===== src/rtl/vt100_command_encoder.sv =====
// vt100_command_encoder: serialises one abstract terminal command into its
// VT100 byte stream, one byte per valid/ready handshake on the tx port.
module vt100_command_encoder #(
  parameter bit         SHORT_CUP = 1'b1,
  parameter logic [7:0] CUP_FINAL = 8'h48
) (
  input  logic       clk,
  input  logic       rst,
  input  logic       cmdValid,
  output logic       cmdReady,
  input  logic [3:0] cmdType,
  input  logic [7:0] Pn1,
  input  logic [7:0] Pn2,
  input  logic [7:0] Pchar,
  output logic [7:0] txData,
  output logic       txValid,
  input  logic       txReady,
  output logic       cmdDone,
  output logic       cmdError
);

  typedef enum logic [3:0] {
    IDLE, CHAR, ESC, BRKT, P1H, P1T, P1O, SEMI, P2H, P2T, P2O, FINAL
  } state_t;

  state_t     state, state_next;
  logic       accept;
  logic       err_p1;

  // Command fields captured at accept; digits are pre-split so the byte path
  // only selects registered nibbles.
  logic [7:0]  char_q;
  logic [7:0]  final_q;
  logic [11:0] dig1_q;
  logic [11:0] dig2_q;
  logic        is_cup_q;
  logic        is_short_q;
  logic        is_esc2_q;

  // Decimal split into {hundreds, tens, ones}, one nibble each.
  function automatic logic [11:0] dec_split(input logic [7:0] n);
    logic [7:0] h, t, o;
    h = n / 8'd100;
    t = (n % 8'd100) / 8'd10;
    o = n % 8'd10;
    return {h[3:0], t[3:0], o[3:0]};
  endfunction

  // Final byte of the escape sequence for a given command type.
  function automatic logic [7:0] final_byte(input logic [3:0] ty);
    case (ty)
      4'd1:    return 8'h44;
      4'd2:    return 8'h45;
      4'd3:    return 8'h4D;
      4'd4:    return 8'h41;
      4'd5:    return 8'h42;
      4'd6:    return 8'h43;
      4'd7:    return 8'h44;
      default: return CUP_FINAL;
    endcase
  endfunction

  // Leading zeros are suppressed: start at the most significant nonzero digit.
  function automatic state_t first_digit(input logic [11:0] d, input state_t sh,
                                         input state_t st, input state_t so);
    if (d[11:8] != 4'd0)     return sh;
    else if (d[7:4] != 4'd0) return st;
    else                     return so;
  endfunction

  function automatic logic [7:0] ascii_digit(input logic [3:0] d);
    return 8'h30 + {4'h0, d};
  endfunction

  assign cmdReady = (state == IDLE) && rst;
  assign accept   = cmdValid && cmdReady;
  assign txValid  = (state != IDLE);
  assign cmdDone  = rst && txReady && ((state == CHAR) || (state == FINAL));
  assign cmdError = err_p1;

  // State register and the invalid-command error pulse.
  always_ff @(posedge clk) begin
    if (!rst) begin
      state  <= IDLE;
      err_p1 <= 1'b0;
    end else begin
      state  <= state_next;
      err_p1 <= accept && (cmdType > 4'd8);
    end
  end

  // Latch command operands on accept; no reset needed, outputs key off state.
  always_ff @(posedge clk) begin
    if (accept) begin
      char_q     <= Pchar;
      final_q    <= final_byte(cmdType);
      dig1_q     <= dec_split(Pn1);
      dig2_q     <= dec_split(Pn2);
      is_cup_q   <= (cmdType == 4'd8);
      is_short_q <= SHORT_CUP && (cmdType == 4'd8) && (Pn1 == 8'd1) && (Pn2 == 8'd1);
      is_esc2_q  <= (cmdType >= 4'd1) && (cmdType <= 4'd3);
    end
  end

  // Next-state sequencing; byte states advance only on a handshake.
  always_comb begin
    state_next = state;
    case (state)
      IDLE: begin
        if (accept) begin
          if (cmdType == 4'd0)      state_next = CHAR;
          else if (cmdType <= 4'd8) state_next = ESC;
        end
      end
      CHAR:  if (txReady) state_next = IDLE;
      ESC:   if (txReady) state_next = is_esc2_q ? FINAL : BRKT;
      BRKT:  if (txReady) state_next = is_short_q ? FINAL : first_digit(dig1_q, P1H, P1T, P1O);
      P1H:   if (txReady) state_next = P1T;
      P1T:   if (txReady) state_next = P1O;
      P1O:   if (txReady) state_next = is_cup_q ? SEMI : FINAL;
      SEMI:  if (txReady) state_next = first_digit(dig2_q, P2H, P2T, P2O);
      P2H:   if (txReady) state_next = P2T;
      P2T:   if (txReady) state_next = P2O;
      P2O:   if (txReady) state_next = FINAL;
      FINAL: if (txReady) state_next = IDLE;
      default: state_next = IDLE;
    endcase
  end

  // Byte presented for the current state; held while the sink stalls.
  always_comb begin
    txData = 8'h00;
    case (state)
      CHAR:  txData = char_q;
      ESC:   txData = 8'h1B;
      BRKT:  txData = 8'h5B;
      P1H:   txData = ascii_digit(dig1_q[11:8]);
      P1T:   txData = ascii_digit(dig1_q[7:4]);
      P1O:   txData = ascii_digit(dig1_q[3:0]);
      SEMI:  txData = 8'h3B;
      P2H:   txData = ascii_digit(dig2_q[11:8]);
      P2T:   txData = ascii_digit(dig2_q[7:4]);
      P2O:   txData = ascii_digit(dig2_q[3:0]);
      FINAL: txData = final_q;
      default: txData = 8'h00;
    endcase
  end

endmodule

===== config.mk =====
export PLATFORM = sky130hd
export DESIGN_NAME = vt100_command_encoder
export DESIGN_NICKNAME = d
export VERILOG_FILES = /design/src/rtl/vt100_command_encoder.sv
export SDC_FILE = /design/constraint.sdc
export NUM_CORES = 1
export LEC_CHECK = 0
export ABC_AREA = 1
export CAP_MARGIN = 20
export CORE_UTILIZATION = 52
export CTS_BUF_LIST = sky130_fd_sc_hd__clkbuf_2 sky130_fd_sc_hd__clkbuf_4 sky130_fd_sc_hd__clkbuf_8
export DETAILED_ROUTE_END_ITERATION = 6
export GPL_TIMING_DRIVEN = 0
export HOLD_SLACK_MARGIN = 0.05
export PLACE_DENSITY = 0.79
export SYNTH_ARGS = -nofsm -noshare
export SYNTH_HDL_FRONTEND = slang
export SYNTH_SLANG_ARGS = --single-unit

===== constraint.sdc =====
create_clock -name clk -period 3.8 [get_ports clk]
set_input_delay 0.38 -clock clk [delete_from_list [all_inputs] [get_ports clk]]
set_output_delay 0.38 -clock clk [all_outputs]
set_load 0.02 [all_outputs]

=== After elaboration in Yosys (flattened, before gate mapping) ===
Cells that the tools add are included.

* Bits in registers: 48
* Input port bits: 32
* Output and inout bits: 12

* Add/sub/neg operators: 6
* Div/mod/pow operators: 8
* Magnitude comparators: 4
* Eq/ne operators: 33
* Mux-type cells: 23
* Reduce and logical (&&, ||, !) cells: 19

{| class="wikitable"
|+ Operators with widths
! operator !! count
|-
| one-hot mux 8 bit (11 select lines) || 1
|-
| 2-to-1 mux 4 bit || 16
|-
| one-hot mux 4 bit (11 select lines) || 1
|-
| adder 6 x 4 -> 7 bit (first input constant) || 6
|-
| == test 4 x 3 -> 1 bit (second input constant) || 8
|-
| one-hot mux 4 bit (6 select lines) || 1
|-
| == test 4 bit (second input constant) || 5
|-
| inequality test 2 bit (second input constant) || 10
|-
| nonzero test 4 bit || 5
|-
| divider 8 x 4 -> 8 bit (second input constant) || 2
|-
| divider 8 x 7 -> 8 bit (second input constant) || 2
|-
| == test 4 x 2 -> 1 bit (second input constant) || 4
|-
| == test 8 x 1 -> 1 bit (second input constant) || 2
|-
| modulo 8 x 4 -> 8 bit (second input constant) || 2
|-
| modulo 8 x 7 -> 8 bit (second input constant) || 2
|-
| AND reduction 12 bit || 1
|-
| == test 4 x 1 -> 1 bit (second input constant) || 2
|-
| logical AND 1 bit || 8
|-
| logical NOT 4 bit || 2
|-
| 2-to-1 mux 2 bit || 4
|-
| >= comparator 4 x 1 -> 1 bit (second input constant) || 1
|-
| > comparator 4 bit (second input constant) || 1
|-
| <= comparator 4 x 2 -> 1 bit (second input constant) || 1
|-
| <= comparator 4 bit (second input constant) || 1
|-
| 4 further kinds || 5
|}

=== Longest topological paths before layout ===
Gate-level depths: netlist of the first run.

* Depth in word-level cells: 6
* Gate-level depth with buffers: 26
* Mapped depth without buffers: 26

=== Worst setup path before layout of the first run ===
OpenSTA, ideal clock, no wires.

* Path type: flip-flop to flip-flop
* Start point: reg state[2]
* End point: reg char_q[0] (enable)
* Setup time: 0.472 ns
* Arrival: 3.378 ns
* Path slack: -0.050 ns
* Cell stages (with the launch flop): 7
* Path buffers: 0
* Period minus slack after synthesis: 3.850 ns
* Path through: dfxtp_1 > inv_1 > ha_1 > inv_1 > nor2_1 > inv_1 > nor3_1

* Cells in the longest elaborated chain, start to end: 3

{| class="wikitable"
|+ Ends and longest elaborated chain
! element !! line !! text
|-
| from (decl) || 26 || <nowiki>state_t state, state_next;</nowiki>
|-
| from (signal assigned) || 87 || <nowiki>state <= state_next;</nowiki>
|-
| logical NOT 4 bit || 75 || <nowiki>assign cmdReady = (state == IDLE) && rst;</nowiki>
|-
| logical AND 1 bit || 75 ||
|-
| logical AND 1 bit || 76 || <nowiki>assign accept = cmdValid && cmdReady;</nowiki>
|-
| via accept || 27 || <nowiki>logic accept;</nowiki>
|-
| to (signal assigned) || 95 || <nowiki>char_q <= Pchar;</nowiki>
|-
| to (decl) || 32 || <nowiki>logic [7:0] char_q;</nowiki>
|}

The timed path passes the listed nets, and every way through them passes these cells.
A chain may end at the register's enable or synchronous reset.

=== Final worst setup path of the first run ===
* Start point: in Pn1[3]
* End point: reg dig1_q[2], data pin

* Cells in the longest elaborated chain, start to end: 1

{| class="wikitable"
|+ Ends and longest elaborated chain
! element !! line !! text
|-
| from (decl) || 12 || <nowiki>input logic [7:0] Pn1,</nowiki>
|-
| modulo 8 x 4 -> 8 bit || 45 || <nowiki>o = n % 8'd10;</nowiki>
|-
| to (signal assigned) || 97 || <nowiki>dig1_q <= dec_split(Pn1);</nowiki>
|-
| to (decl) || 34 || <nowiki>logic [11:0] dig1_q;</nowiki>
|}

Every way passes these cells.

==> results.yml, run 1 <==
timing:
  worst_pin_slew_ps: 791
  hold_ws_ps: 471
  period_share: 0.880
  finalCriticalPeriod_ps: 3340
  rsz0062_at_grt: "no"
  hold_viol: 0
  clock_skew_ps: 8.99
  relSlewSlack: 0.471
  slew_viol_final: 0
  finalSetupViolCount: 0
  worst_slack_ps: 457
  maxClockFrequency_mhz: 299
  setup_tns_ps: 0
route:
  drc: 0
  firstDrtPassIters: 4
  ant_nets: 0
  drt_iter0_markers: 146
  wl_per_cell_um: 12.8
  wirelength_um: 7620
  viasPerCell: 5.44
  vias: 3234
pwr:
  power_frac_seq: 0.370
  internal_power_mw: 1.01
  ir_drop_mv: 0.282
  p_comb_frac: 0.412
  powerDensity_nw_per_um2: 400
  p_sw_frac: 0.378
  power.net_switching_mw: 0.616
  total_power_mw: 1.63
  p_clk_frac: 0.218
  p_leak_nw: 1.84
critical_path:
  startpoint_type: "input pin"
  crit_required_ps: 3850
  worstPathMaxFanout: 9
  cp.arrival_ps: 3400
  worstSetupPathType: "input pin to flop"
  critPathCaptureType: "flop"
floorplanning:
  die-area_um2: 6860
  start_util: 0.538
  fp-row-count: 29
  die_h_um: 82.9
  core_um2: 6310
  ios: 44
  fp.dieW_um: 82.9
cells_and_area:
  area_growth_syn_to_layout_pct: 19.9
  antenna_cells: 0
  drive_above_1_share: 0.122
  utilization: 0.646
  fin_nets: 558
  nFillCells: 608
grt:
  grt.overflow.total: 0
  grt_pass1_vias: 3061
  grt_use_total: 0.233
  grt_pass1_wl_um: 13300
  grt_max_degree: 22
  antenna_found_initial: 0
logic_synthesis:
  yosys-top-cells-area: "edfxtp_1 (31%), nand2_1 (13%), inv_1 (8.4%), nor2_1 (5.0%), xor2_1 (4.4%)"
  syn_area_um2: 3400
  synth_top_area_frac: 0.309
  synth_xor_area_frac: 0.0464
  synth_seq_cells: 40
  yosysSeqAreaShare: 0.339
  synth_ff_type: "edfxtp_1"
  synth_edf_count: 35
  yosys_warnings: 0
  synth_top_cell_by_area: "edfxtp_1"
  syn-num-nets: 508
  async_reset_ff_frac: 0
  synthAdderAreaFrac: 0.0368
  synth.distinct_cells: 47
  synthSimpleGateAreaFrac: 0.342
  synthCells: 466
  syn_area_per_cell_um2: 7.30
  synth_mux_area_frac: 0
  synth_compound_area_frac: 0.141
  synth_top_family_by_area: "simple AND/OR/NAND/NOR gates"
clock_tree:
  cts_tree: "built"
  cts_made_buffers: 5
  htree_levels: 2
  cts_resized: 1
  cts.sinks: 40
  clock_path_buffers: 2
  clkTransAtPathRegs_ps: 80
  root_buffer: "clkbuf_8"
  worstSkewPairLatency_ps: 300
  cts_hold_buffers: 0
  postCtsSetupRepairBufs: 0
run_status:
  status: "completed"
placed_design:
  place_ws_ps: -315
  portBuffers: 42
  gp_congestion: 0.934
  place_hpwl_um: 6260
hold_path:
  min_path_type: "input pin to flop"
flow_run:
  drv_cap: 0
[power by group through the flow]
stage	registers [mW]	clock network [mW]	logic [mW]
after floorplan	0.602	0	0.477
after global placement	0.614	0	0.633
after detailed placement	0.613	0	0.670
after CTS	0.603	0.360	0.673
after global routing	0.609	0.376	0.757
final	0.603	0.355	0.672
[synth_stat cells (4+ instances only)]
library cell / number
edfxtp_1: 35
a221oi_1: 4
inv_1: 76
nand3_1: 27
xor2_1: 17
nand2_1: 114
a21oi_2: 6
nand4_1: 17
ha_1: 10
nor3_1: 5
nor4_1: 4
nand2_2: 13
dfxtp_1: 5
o21ai_0: 14
nand3_2: 6
a21oi_1: 16
nor2_1: 45
inv_2: 4
o211ai_1: 4
[final cells by class]
type | count | area (um^2) | area share
clock buffer | 5 | 68.8 | 0.0169
sequential | 40 | 1150 | 0.282
inverter | 81 | 305 | 0.0749
tap | 77 | 96.3 | 0.0236
buffer | 2 | 18.8 | 0.00460
timing repair buffer | 43 | 453 | 0.111
clock inverter | 3 | 46.3 | 0.0114
multi-input combinational | 343 | 1940 | 0.475
[logic make-up after synthesis]
family	Yosys count
AOI/OAI and AO/OA	70
xor gates and xnor gates	18
adders and majority gates	10
buffers and inverters	83
DFF	40
and+or+nand+nor	245
[final timing paths]
check | startpoint | endpoint | slack (ps) | cells past startpoint
worst min register to register | state[3] | state[3] | 500 | 2
worst min-delay path | Pn1[6] | dig1_q[9] | 470 | 3
worst max register to register | state[0] | char_q[5] | 1540 | 6
worst max-delay path | Pn1[3] | dig1_q[2] | 460 | 24
[state kept, by name, indices dropped and copies added, names as in the netlist]
register and count:
dig1_q 10, dig2_q 10, char_q 8, final_q 4, state 4, cmdError 1, is_cup_q 1, is_esc2_q 1
is_short_q 1
[stage by stage]
stage | instance area (um^2) | cells
final | 4080 | 594
after global routing | 4080 | 594
after CTS | 4070 | 594
after detailed placement | 3960 | 586
after global placement | 3920 | 585
after floorplan | 3400 | 466
[placed cells by master, fill, tap and decap left out, types with 3 or more instances in the layout]
master           instances
nand3_1                 27
nor4_1                   4
inv_2                    6
dfxtp_1                  5
nand2_2                 13
nand4_1                 17
a21oi_1                 16
o31ai_1                  3
inv_1                   74
clkbuf_8                 5
nor3_1                   4
edfxtp_1                35
clkdlybuf4s50_1         40
xor2_1                  17
nor2_1                  44
a21oi_2                  6
ha_1                    10
o21ai_0                 14
o211ai_1                 4
a221oi_1                 4
nor2_2                   4
nand2_1                114
o21ai_1                  3
a211oi_1                 3
nand3_2                  6
o21ai_2                  3
[per-layer routing]
| metal | global-route usage | part of all wire |
|---|---|---|
| met5 | 0 | 0 |
| met4 | 0.0674 | 0.012 |
| met3 | 0.0268 | 0.033 |
| met2 | 0.425 | 0.51 |
| met1 | 0.287 | 0.44 |
[critical path, stage by stage]
cell,delay (ps)
dlymetal6s2s_1,260
inv_2,170
ha_1,260
nand2_1,70
nand2_1,90
o21ai_2,210
nand3_1,120
nand3_1,160
nor2_1,70
a21oi_2,170
nand2_1,110
nand2_2,100
nand3b_2,120
nand2_1,110
inv_2,60
nor2_4,130
nand2_1,80
nand3_2,80
nand2_2,60
xor2_1,160
ha_1,290
inv_1,40
nand2_1,60
o21ai_1,60
No activity file was read; power rests on OpenSTA's default activity.
==> run 2: changes to the inputs <==
CORE_MARGIN = 2   (was not set)
==> run 2 against run 1 <==
  * Via count shrank 2.6%
  * Worst setup slack gained 34 ps
  * Core utilization shrank 0.41 points
  * Non-clock buffer count is the same
  * Hold slack gained 1.9 ps
  * Sequential share of layout area is essentially flat
  * Flip-flop and latch count is the same
  * Critical path depth is the same
  * Fmax grew 1.0%
  * Wire length shrank 2.4%
  * Largest power group unchanged
==> results.yml, run 2 (synthesized netlist as in run 1, its figures left out) <==
run_status:
  status: "completed"
clock_tree:
  cts_made_buffers: 5
  htree_levels: 2
  clkTransAtPathRegs_ps: 80
  root_buffer: "clkbuf_8"
  clock_path_buffers: 2
  cts.sinks: 40
  cts_tree: "built"
  worstSkewPairLatency_ps: 300
flow_run:
  drv_cap: 0
grt:
  grt_pass1_vias: 2943
  grt_use_total: 0.214
  grt_pass1_wl_um: 12900
  grt_max_degree: 22
  antenna_found_initial: 0
  grt.overflow.total: 0
critical_path:
  worstPathMaxFanout: 9
  cp-startpoint: "Pn1[3]"
  slowest_stage: "dlymetal6s2s_1"
  critical_path.top_delay_family: "simple AND/OR/NAND/NOR gates"
  r2r_start: "state[3]"
  startpoint_type: "input pin"
  path_common_cell: "nand2_1"
  worstSetupPathType: "input pin to flop"
  path_buf_inv: 4
  crit_required_ps: 3850
  crit_chain: "dlymetal6s2s_1, inv_2, ha_1, nand2_1, nand2_1, o21ai_2, nand3_1, nand3_1, nor2_1, a21oi_2, nand2_1, nand2_2, nand3b_2, nand2_1, inv_2, nor2_4, nand2_1, nand3_2, nand2_2, xor2_1, ha_1, inv_1, nand2_1, xor2_1"
  critPathCaptureType: "flop"
  cp.arrival_ps: 3360
  cpPeakStageDelay_ps: 260
placed_design:
  portBuffers: 42
  place_hpwl_um: 6100
  dpl_cell_area_um2: 3960
  gp_congestion: 0.891
floorplanning:
  start_util: 0.535
  fp-row-count: 29
  die_h_um: 84.9
  core_um2: 6350
  fp.dieW_um: 84.9
  die-area_um2: 7200
  ios: 44
pwr:
  powerDensity_nw_per_um2: 398
  ir_drop_mv: 0.282
  p_clk_frac: 0.217
  p_leak_nw: 1.84
  power_frac_seq: 0.372
  internal_power_mw: 1.01
  power.net_switching_mw: 0.609
  p_sw_frac: 0.375
  p_comb_frac: 0.411
cells_and_area:
  multiInputGateArea_um2: 1940
  antenna_cells: 0
  final_area_um2: 4080
  utilization: 0.642
  fin_nets: 558
  layout_common_cells: "nand2_1 (114), inv_1 (74), nor2_1 (45)"
  area_growth_syn_to_layout_pct: 19.9
  nFillCells: 556
  regArea_um2: 1150
  reg_top3: "dig1_q: 10 flops, dig2_q: 10 flops, char_q: 8 flops"
  drive_above_1_share: 0.120
  layout_commonest_cell: "nand2_1"
route:
  wl_per_cell_um: 12.5
  vias: 3150
  viasPerCell: 5.30
  ant_nets: 0
  firstDrtPassIters: 5
  drt_iter0_markers: 186
  drc: 0
  wirelength_um: 7440
timing:
  rsz0062_at_grt: "no"
  relSlewSlack: 0.415
  maxClockFrequency_mhz: 302
  period_share: 0.871
  slew_viol_final: 0
  finalSetupViolCount: 0
  setup_tns_ps: 0
  finalCriticalPeriod_ps: 3310
  clock_skew_ps: 10.4
  hold_viol: 0
  worst_pin_slew_ps: 875
hold_path:
  min_from: "Pn1[6]"
  min_path_type: "input pin to flop"
[run 2: metrics by stage]
stage / instances / setup slack (ps) / total power [mW] / hold WS [ps]
2_1_floorplan: 466 / 770 / 1.08 / 462
3_3_place_gp: 585 / -170 / 1.25 / 476
3_5_place_dp: 586 / -291 / 1.28 / 493
4_1_cts: 594 / 25.8 / 1.63 / 464
5_1_grt: 594 / 51.3 / 1.74 / 494
6_report: 594 / 492 / 1.62 / 473
[run 2: worst paths after layout]
path | end | slack, ps | cells past startpoint
setup / recovery | dig1_q[3] | 490 | 24
hold / removal | dig1_q[9] | 470 | 3
setup reg to reg | dig1_q[8] | 1490 | 7
hold reg to reg | state[3] | 510 | 2
[run 2: metal layers]
layer	up-vias	global-route usage	part of all wire
met3	15	0.0282	0.042
li1	1661	-	-
met4	0	0.0606	0.017
met5	-	0	0
met1	1398	0.271	0.45
met2	76	0.385	0.49
[run 2: timing repair]
action / 4_1_cts / 5_1_grt
resized for setup: 0 / 4
setup endpoints to repair: 0 / 3
setup buffers: 0 / 0
hold buffers: 0 / 0
[run 2: final cells by class]
| cell class | instances | area share |
|---|---|---|
| clock inverters | 3 | 0.0114 |
| inverters | 81 | 0.0749 |
| repair buffers | 43 | 0.111 |
| plain buffers | 2 | 0.00461 |
| multi-input cells | 343 | 0.475 |
| well taps | 77 | 0.0236 |
| clock buffers | 5 | 0.0169 |
| flip-flops and latches | 40 | 0.282 |
[run 2: worst min-delay path, cell delays in order]
cell,delay (ps)
buf_6,120
nand3_4,110
inv_1,60
[run 2: power by group through the flow]
stage	clock, mW	sequential, mW	combinational, mW
2_1_floorplan	0	0.602	0.477
3_3_place_gp	0	0.614	0.631
3_5_place_dp	0	0.613	0.665
4_1_cts	0.360	0.603	0.667
5_1_grt	0.374	0.610	0.756
6_report	0.352	0.603	0.668
